`config.mk`:
```
export PLATFORM = sky130hd
export DESIGN_NAME = imm_gen_pipe
export DESIGN_NICKNAME = d
export VERILOG_FILES = /design/src/rtl/imm_gen_pipe.sv
export SDC_FILE = /design/constraint.sdc
export NUM_CORES = 1
export LEC_CHECK = 0
export CAP_MARGIN = 15
export CORE_MARGIN = 5
export CORE_UTILIZATION = 40
export CTS_CLUSTER_SIZE = 24
export DETAILED_ROUTE_END_ITERATION = 16
export GPL_TIMING_DRIVEN = 0
export PLACE_DENSITY = 0.74
export SLEW_MARGIN = 20
export SYNTH_ARGS = -nofsm -noshare
export SYNTH_HDL_FRONTEND = slang
export SYNTH_SLANG_ARGS = --single-unit
```
`constraint.sdc`:
```
create_clock -name clk -period 2.5 [get_ports clk]
set_input_delay 0.5 -clock clk [delete_from_list [all_inputs] [get_ports clk]]
set_output_delay 0.5 -clock clk [all_outputs]
set_load 0.01 [all_outputs]
```
`src/rtl/imm_gen_pipe.sv`:
```
// RISC-V immediate decoder feeding a DEPTH-entry output FIFO (valid/ready on both sides).
// Define IMM_GEN_STATS_EN to add the saturating unknown-opcode counter on port unknown_cnt.
module imm_gen_pipe #(
    parameter int XLEN  = 64,
    parameter int DEPTH = 2
) (
    input  logic            clk,
    input  logic            rst,
    input  logic            in_valid,
    output logic            in_ready,
    input  logic [31:0]     in,
    output logic            out_valid,
    input  logic            out_ready,
    output logic [XLEN-1:0] out,
    output logic [2:0]      fmt,
    output logic            unknown
`ifdef IMM_GEN_STATS_EN
    ,
    output logic [15:0]     unknown_cnt
`endif
);

    localparam int PTR_W = (DEPTH > 1) ? $clog2(DEPTH) : 1;
    localparam int CNT_W = $clog2(DEPTH + 1);
    localparam logic [PTR_W-1:0] PTR_LAST = PTR_W'(DEPTH - 1);
    localparam logic [CNT_W-1:0] CNT_FULL = CNT_W'(DEPTH);

    typedef enum logic [2:0] {
        FMT_NONE = 3'd0,
        FMT_I    = 3'd1,
        FMT_S    = 3'd2,
        FMT_B    = 3'd3,
        FMT_U    = 3'd4,
        FMT_J    = 3'd5
    } fmt_e;

    logic [31:0]     dec_imm32;
    fmt_e            dec_fmt;
    logic            dec_unknown;
    logic [XLEN-1:0] dec_imm;

    logic [XLEN-1:0] imm_q [DEPTH];
    logic [XLEN-1:0] imm_d [DEPTH];
    logic [2:0]      fmt_q [DEPTH];
    logic [2:0]      fmt_d [DEPTH];
    logic            unk_q [DEPTH];
    logic            unk_d [DEPTH];

    logic [PTR_W-1:0] wr_ptr_q, wr_ptr_d;
    logic [PTR_W-1:0] rd_ptr_q, rd_ptr_d;
    logic [CNT_W-1:0] count_q, count_d;

    logic accept;
    logic pop;

    function automatic logic [PTR_W-1:0] ptr_inc(input logic [PTR_W-1:0] p);
        return (p == PTR_LAST) ? '0 : p + PTR_W'(1);
    endfunction

    // Every immediate format fits in 32 bits once sign-extended, so decode there and widen.
    always_comb begin
        dec_imm32   = '0;
        dec_fmt     = FMT_NONE;
        dec_unknown = 1'b0;
        case (in[6:0])
            7'b0000011, 7'b0010011, 7'b0011011, 7'b1100111: begin
                dec_fmt   = FMT_I;
                dec_imm32 = {{20{in[31]}}, in[31:20]};
            end
            7'b0100011: begin
                dec_fmt   = FMT_S;
                dec_imm32 = {{20{in[31]}}, in[31:25], in[11:7]};
            end
            7'b1100011: begin
                dec_fmt   = FMT_B;
                dec_imm32 = {{19{in[31]}}, in[31], in[7], in[30:25], in[11:8], 1'b0};
            end
            7'b0110111, 7'b0010111: begin
                dec_fmt   = FMT_U;
                dec_imm32 = {in[31:12], 12'b0};
            end
            7'b1101111: begin
                dec_fmt   = FMT_J;
                dec_imm32 = {{11{in[31]}}, in[31], in[19:12], in[20], in[30:21], 1'b0};
            end
            default: begin
                dec_unknown = 1'b1;
            end
        endcase
    end

    if (XLEN > 32) begin : g_ext
        assign dec_imm = {{(XLEN-32){dec_imm32[31]}}, dec_imm32};
    end else begin : g_trunc
        assign dec_imm = dec_imm32[XLEN-1:0];
    end

    // Ready depends only on the registered count, never on out_ready.
    assign in_ready  = (count_q < CNT_FULL);
    assign out_valid = (count_q != '0);
    assign accept    = in_valid && in_ready;
    assign pop       = out_valid && out_ready;

    always_comb begin
        imm_d    = imm_q;
        fmt_d    = fmt_q;
        unk_d    = unk_q;
        wr_ptr_d = wr_ptr_q;
        rd_ptr_d = rd_ptr_q;
        count_d  = count_q;
        if (accept) begin
            imm_d[wr_ptr_q] = dec_imm;
            fmt_d[wr_ptr_q] = dec_fmt;
            unk_d[wr_ptr_q] = dec_unknown;
            wr_ptr_d        = ptr_inc(wr_ptr_q);
        end
        if (pop) begin
            rd_ptr_d = ptr_inc(rd_ptr_q);
        end
        case ({accept, pop})
            2'b10:   count_d = count_q + CNT_W'(1);
            2'b01:   count_d = count_q - CNT_W'(1);
            default: count_d = count_q;
        endcase
    end

    always_ff @(posedge clk or posedge rst) begin
        if (rst) begin
            imm_q    <= '{default: '0};
            fmt_q    <= '{default: '0};
            unk_q    <= '{default: 1'b0};
            wr_ptr_q <= '0;
            rd_ptr_q <= '0;
            count_q  <= '0;
        end else begin
            imm_q    <= imm_d;
            fmt_q    <= fmt_d;
            unk_q    <= unk_d;
            wr_ptr_q <= wr_ptr_d;
            rd_ptr_q <= rd_ptr_d;
            count_q  <= count_d;
        end
    end

    // Popped slots keep stale data, so the head is forced to zero whenever the FIFO is empty.
    assign out     = out_valid ? imm_q[rd_ptr_q] : '0;
    assign fmt     = out_valid ? fmt_q[rd_ptr_q] : 3'd0;
    assign unknown = out_valid ? unk_q[rd_ptr_q] : 1'b0;

`ifdef IMM_GEN_STATS_EN
    logic [15:0] unknown_cnt_q, unknown_cnt_d;

    always_comb begin
        unknown_cnt_d = unknown_cnt_q;
        if (accept && dec_unknown && (unknown_cnt_q != 16'hFFFF)) begin
            unknown_cnt_d = unknown_cnt_q + 16'd1;
        end
    end

    always_ff @(posedge clk or posedge rst) begin
        if (rst) begin
            unknown_cnt_q <= '0;
        end else begin
            unknown_cnt_q <= unknown_cnt_d;
        end
    end

    assign unknown_cnt = unknown_cnt_q;
`endif

endmodule

```
* Word level (Yosys, flattened, before mapping) *
Index checks and enable logic that the tools add are counted.

word-level totals
  word-level logic and storage cells = 65
  bits in registers = 140
  bits of input ports = 36

operators by class
  $lt $le $gt $ge = 4
  equal/unequal tests = 11
  bitwise gates (word level) = 2
  add/sub/neg operators = 4
  muxes and demuxes = 27
  reduce and logical (&&, ||, !) cells = 8

operators by type and width
  cell                                                       number
  2-to-1 mux 64 bit                                          5
  case mux 32 bit (5 select lines)                           1
  bitwise mux 128 bit                                        1
  demux 64 bit (select 1 bit)                                1
  equality test 7 x 5 -> 1 bit (second input constant)       3
  equality test 7 bit (second input constant)                3
  2-to-1 mux 3 bit                                           5
  case mux 3 bit (5 select lines)                            1
  equality test 7 x 6 -> 1 bit (second input constant)       2
  OR reduction 9 bit                                         1
  2-to-1 mux 1 bit                                           8
  equality test 7 x 2 -> 1 bit (second input constant)       1
  bitwise mux 6 bit                                          1
  greater-or-equal comparator 2 bit (second input constant)  2
  inverter 1 -> 2 bit                                        2
  case mux 2 bit (2 select lines)                            1
  nonzero test 2 bit                                         2
  OR reduction 4 bit                                         1
  demux 3 bit (select 1 bit)                                 1
  logical AND 1 bit                                          3
  adder 1 bit (second input constant)                        2
  adder 2 x 1 -> 2 bit (second input constant)               1
  bitwise mux 2 bit                                          1
  equality test 2 x 1 -> 1 bit (second input constant)       1
  other kinds (6)                                            6

* Longest topological paths before layout *
  depth after elaboration = 6
  gate-level depth with buffers = 7
  mapped depth without buffers = 7

* Worst setup path after synthesis *
Ideal clock, no wire load.

  path kind = flip-flop to output port
  start = reg rd_ptr_q
  end = out out[32]
  arrival = 2344 ps
  path buffers = 3
  path slack = -344 ps
  cell stages (with the launch flop) = 6
  cell sequence = dfrtp_1 -> buf_2 -> buf_2 -> mux2i_1 -> nor2_1 -> buf_4

on the way
  word-level cells in the longest chain between the ends = 5

RTL lines
  element                                                RTL line  source
  start: declaration                                     50        logic [PTR_W-1:0] rd_ptr_q, rd_ptr_d;
  start signal: assignment                               140       rd_ptr_q <= rd_ptr_d;
  inverter 1 -> 2 bit (implied by the code)              146       assign out = out_valid ? imm_q[rd_ptr_q] : '0;
  2-to-1 mux 64 bit (implied by the code) (3 in series)  146
  2-to-1 mux 64 bit                                      146
  end: declaration                                       14        output logic [XLEN-1:0] out,

No other way between the ends. The select of a mux whose other input is x is not followed.

* Final worst setup path *
  start = reg rd_ptr_q
  end = out out[42]

The elaborated chain is that of the path after synthesis.

==> results.yml <==
timing:
  clock.fmax_mhz: 411
  rsz0062_at_grt: "no"
  final.min_clock_period_ns: 2.44
  hold_viol: 0
  finalSetupTns_ns: 0
  maxSlewHeadroom: 0.618
  max_slew.worst_pin.slew_ns: 0.573
  finalSetupViolations: 0
  report.final.slew_viol_count: 0
  finClkSkew_ns: 0.00579
  fin_crit_sh: 0.974
global_route:
  grt_pass1_wl_mm: 18.8
  globalRouteOverflowTotal: 0
  grt_max_degree: 41
  antenna_found_initial: 0
  grt_pass1_vias: 3590
  track_usage: 0.188
flow_run:
  maxCapViolCount: 0
critical_path:
  crit_family: "buffers and inverters"
  startpoint: "rd_ptr_q"
  crit_path_end_kind: "output port"
  worstPathRequired_ns: 2.00
  critPathMaxFanout: 17
  crit_slowest_cell: "dfrtp_1"
  cpMostUsedCell: "buf_12"
  cp.buffers_inverters: 5
  crit_arrival_ns: 1.94
  r2r-start: "count_q[1]"
  crit_path_cell_trace: "buf_8 > buf_12 > mux2i_4 > nor2_4 > buf_12 > buf_4 > dlygate4sd2_1"
  path_class: "flip-flop to output port"
  crit_path_start_kind: "flip-flop"
  cpPeakStageDelay_ns: 0.36
worst_hold_path:
  hp-class: "flip-flop to flip-flop"
  hp-start: "fmt_q[5]"
floorplanning:
  pin_count: 106
  core_area_um2: 10200
  start_util: 0.404
  rows: 37
  dieArea_um2: 12400
  die_x_um: 111
  die_h_um: 111
clock_network:
  cts_inserted_buffers: 9
  ctsHtreeMaxLevel: 3
  clockBufferDepth: 2
  root_buffer: "clkbuf_8"
  cts_tree: "built"
  clk-insertion-delay-late_ns: 0.34
  path_clk_slew_ns: 0.08
  cts_hold_buf: 0
  clock-sinks: 76
yosys:
  netlist_instances: 407
  synth-seq-cells: 76
  synth_nets: 444
  netlist_area_um2: 4120
  synth_top_area_frac: 0.462
  yosysTopAreaCell: "dfrtp_1"
  avgSynthCellArea_um2: 10.1
  yosysSeqAreaShare: 0.462
  synth_area_leaders: "dfrtp_1, mux2i_1, nor2_1"
  synth_most_common_cell: "dfrtp_1"
  synthTopCellsByCount: "dfrtp_1, nor2_1, mux2i_1, buf_4"
  yosysUniqueCellTypes: 50
  synth-warning-count: 0
  synth_edf_count: 0
  ys.flop_type: "dfrtp_1"
  ys_async_sr_fraction: 1.00
placement:
  gp_congestion: 0.813
  hpwl_mm: 8.35
  dp_cells: 647
  port_buffers: 103
drt:
  drcViolationCount: 0
  routedWlPerCell_um: 17.2
  via_per_inst: 5.20
  antenna_left: 0
  vias: 3487
  first_pass_iters: 5
  wl_mm: 11.6
  first_iter_violations: 286
cells_and_area:
  fin_util: 0.557
  fill_cells: 911
  drive_gt1_frac: 0.179
  diodes: 0
  stdcell_count: 671
  fin_nets: 567
  syn_to_final_growth_pct: 37.7
  seqCellArea_um2: 1900
  multi_input_area_um2: 1900
power_and_ir_drop:
  seq_power_share: 0.333
  p_leak_nw: 2.82
  internal_power_mw: 3.33
  peakVddDrop_v: 0.000450
  p_switching_mw: 1.90
  power_mw: 5.23
  p_clk_frac: 0.176
  p_comb_frac: 0.491
  p_sw_frac: 0.363
  power_density_nw_per_um2: 922
status:
  outcome: "finished, final reports clean"
==> power groups by stage <==
| stage | clock network, mW | logic, mW | registers (mW) |
|---|---|---|---|
| 6_report | 0.921 | 2.57 | 1.74 |
| 5_1_grt | 0.995 | 2.79 | 1.78 |
| 4_1_cts | 0.941 | 2.56 | 1.74 |
| 3_5_place_dp | 0 | 2.46 | 1.74 |
| 3_3_place_gp | 0 | 2.42 | 1.72 |
| 2_1_floorplan | 0 | 1.44 | 1.70 |
==> layout by cell type, fill, tap and decap left out, types with 3 or more instances in the layout <==
cell type         n
clkdlybuf4s50_1  64
mux2i_1          36
nor2_4            3
o2bb2ai_1         8
nand2_1          28
nor2_1           68
dlymetal6s2s_1    6
a221o_1           8
dlygate4sd2_1    33
buf_12            4
buf_4            37
nor2b_1           9
nor2_2            3
o31ai_2           4
a21oi_1          24
clkbuf_8         11
nand3_1           5
nand2b_1          5
clkbuf_4          3
dfrtp_1          76
buf_2            11
clkbuf_1          8
xnor2_1           3
a22o_1           28
==> registers in the layout (all words and copies together) (netlist names) <==
name	flops
unk_q	2
count_q	2
wr_ptr_q	1
fmt_q	6
rd_ptr_q	1
imm_q	64
==> worst paths after layout <==
kind                            cells after the start  slack, ns   endpoint
worst max-delay path                                7       0.06    out[42]
worst min-delay path                                2       0.48   fmt_q[5]
worst max register to register                      4       0.56  imm_q[82]
worst min register to register                      2       0.48   fmt_q[5]
max in group asynchronous                           3       1.39   unk_q[1]
min in group asynchronous                           2       0.53  imm_q[77]
==> tightest hold or removal path, cell delays in order, from the launching register on <==
cell and delay [ns]:
dfrtp_1 0.35, nand2_1 0.05, nand2_1 0.05
==> metrics by stage <==
step	instance area [um^2]	hold slack [ns]	worst slack (ns)
6_report	5670	0.481	0.0640
5_1_grt	5670	0.516	0.000405
4_1_cts	5630	0.485	0.00644
3_5_place_dp	5350	0.468	-0.799
3_3_place_gp	5320	0.460	-1.01
2_1_floorplan	4120	0.446	0.0617
==> area by class of cell <==
| cell class | count | area share |
|---|---|---|
| plain buffers | 56 | 0.0695 |
| inverters | 3 | 0.00243 |
| clock inverters | 4 | 0.00860 |
| repair buffers | 111 | 0.194 |
| flip-flops and latches | 76 | 0.335 |
| clock buffers | 12 | 0.0256 |
| multi-input cells | 273 | 0.334 |
| well taps | 136 | 0.0300 |
==> cell families after synthesis <==
family / synth area share
muxes: 0.0936
and+or+nand+nor: 0.171
adders and majority gates: 0.00304
DFF: 0.462
xor gates and xnor gates: 0.00851
buffers and inverters: 0.0875
AOI/OAI and AO/OA: 0.175
==> layer usage <==
metal  share of wire  GRT usage  vias to the layer above  routed length [um]
met4          0.0096     0.0365                        0                 111
met1            0.43      0.241                     1702                4940
met3           0.055     0.0489                       14                 641
met2            0.51      0.321                      121                5860
met5               0          0                        -                   0
li1                -          -                     1650                   -
==> repair_timing <==
item                       in CTS  in global routing
setup endpoints to repair      62                 23
cloned                          1                  0
gates resized for setup        51                 10
buffers inserted                5                  2
pin swaps                       3                  0
hold endpoints to repair        0                  0
Note: power is estimated with default switching activity, not from simulation.
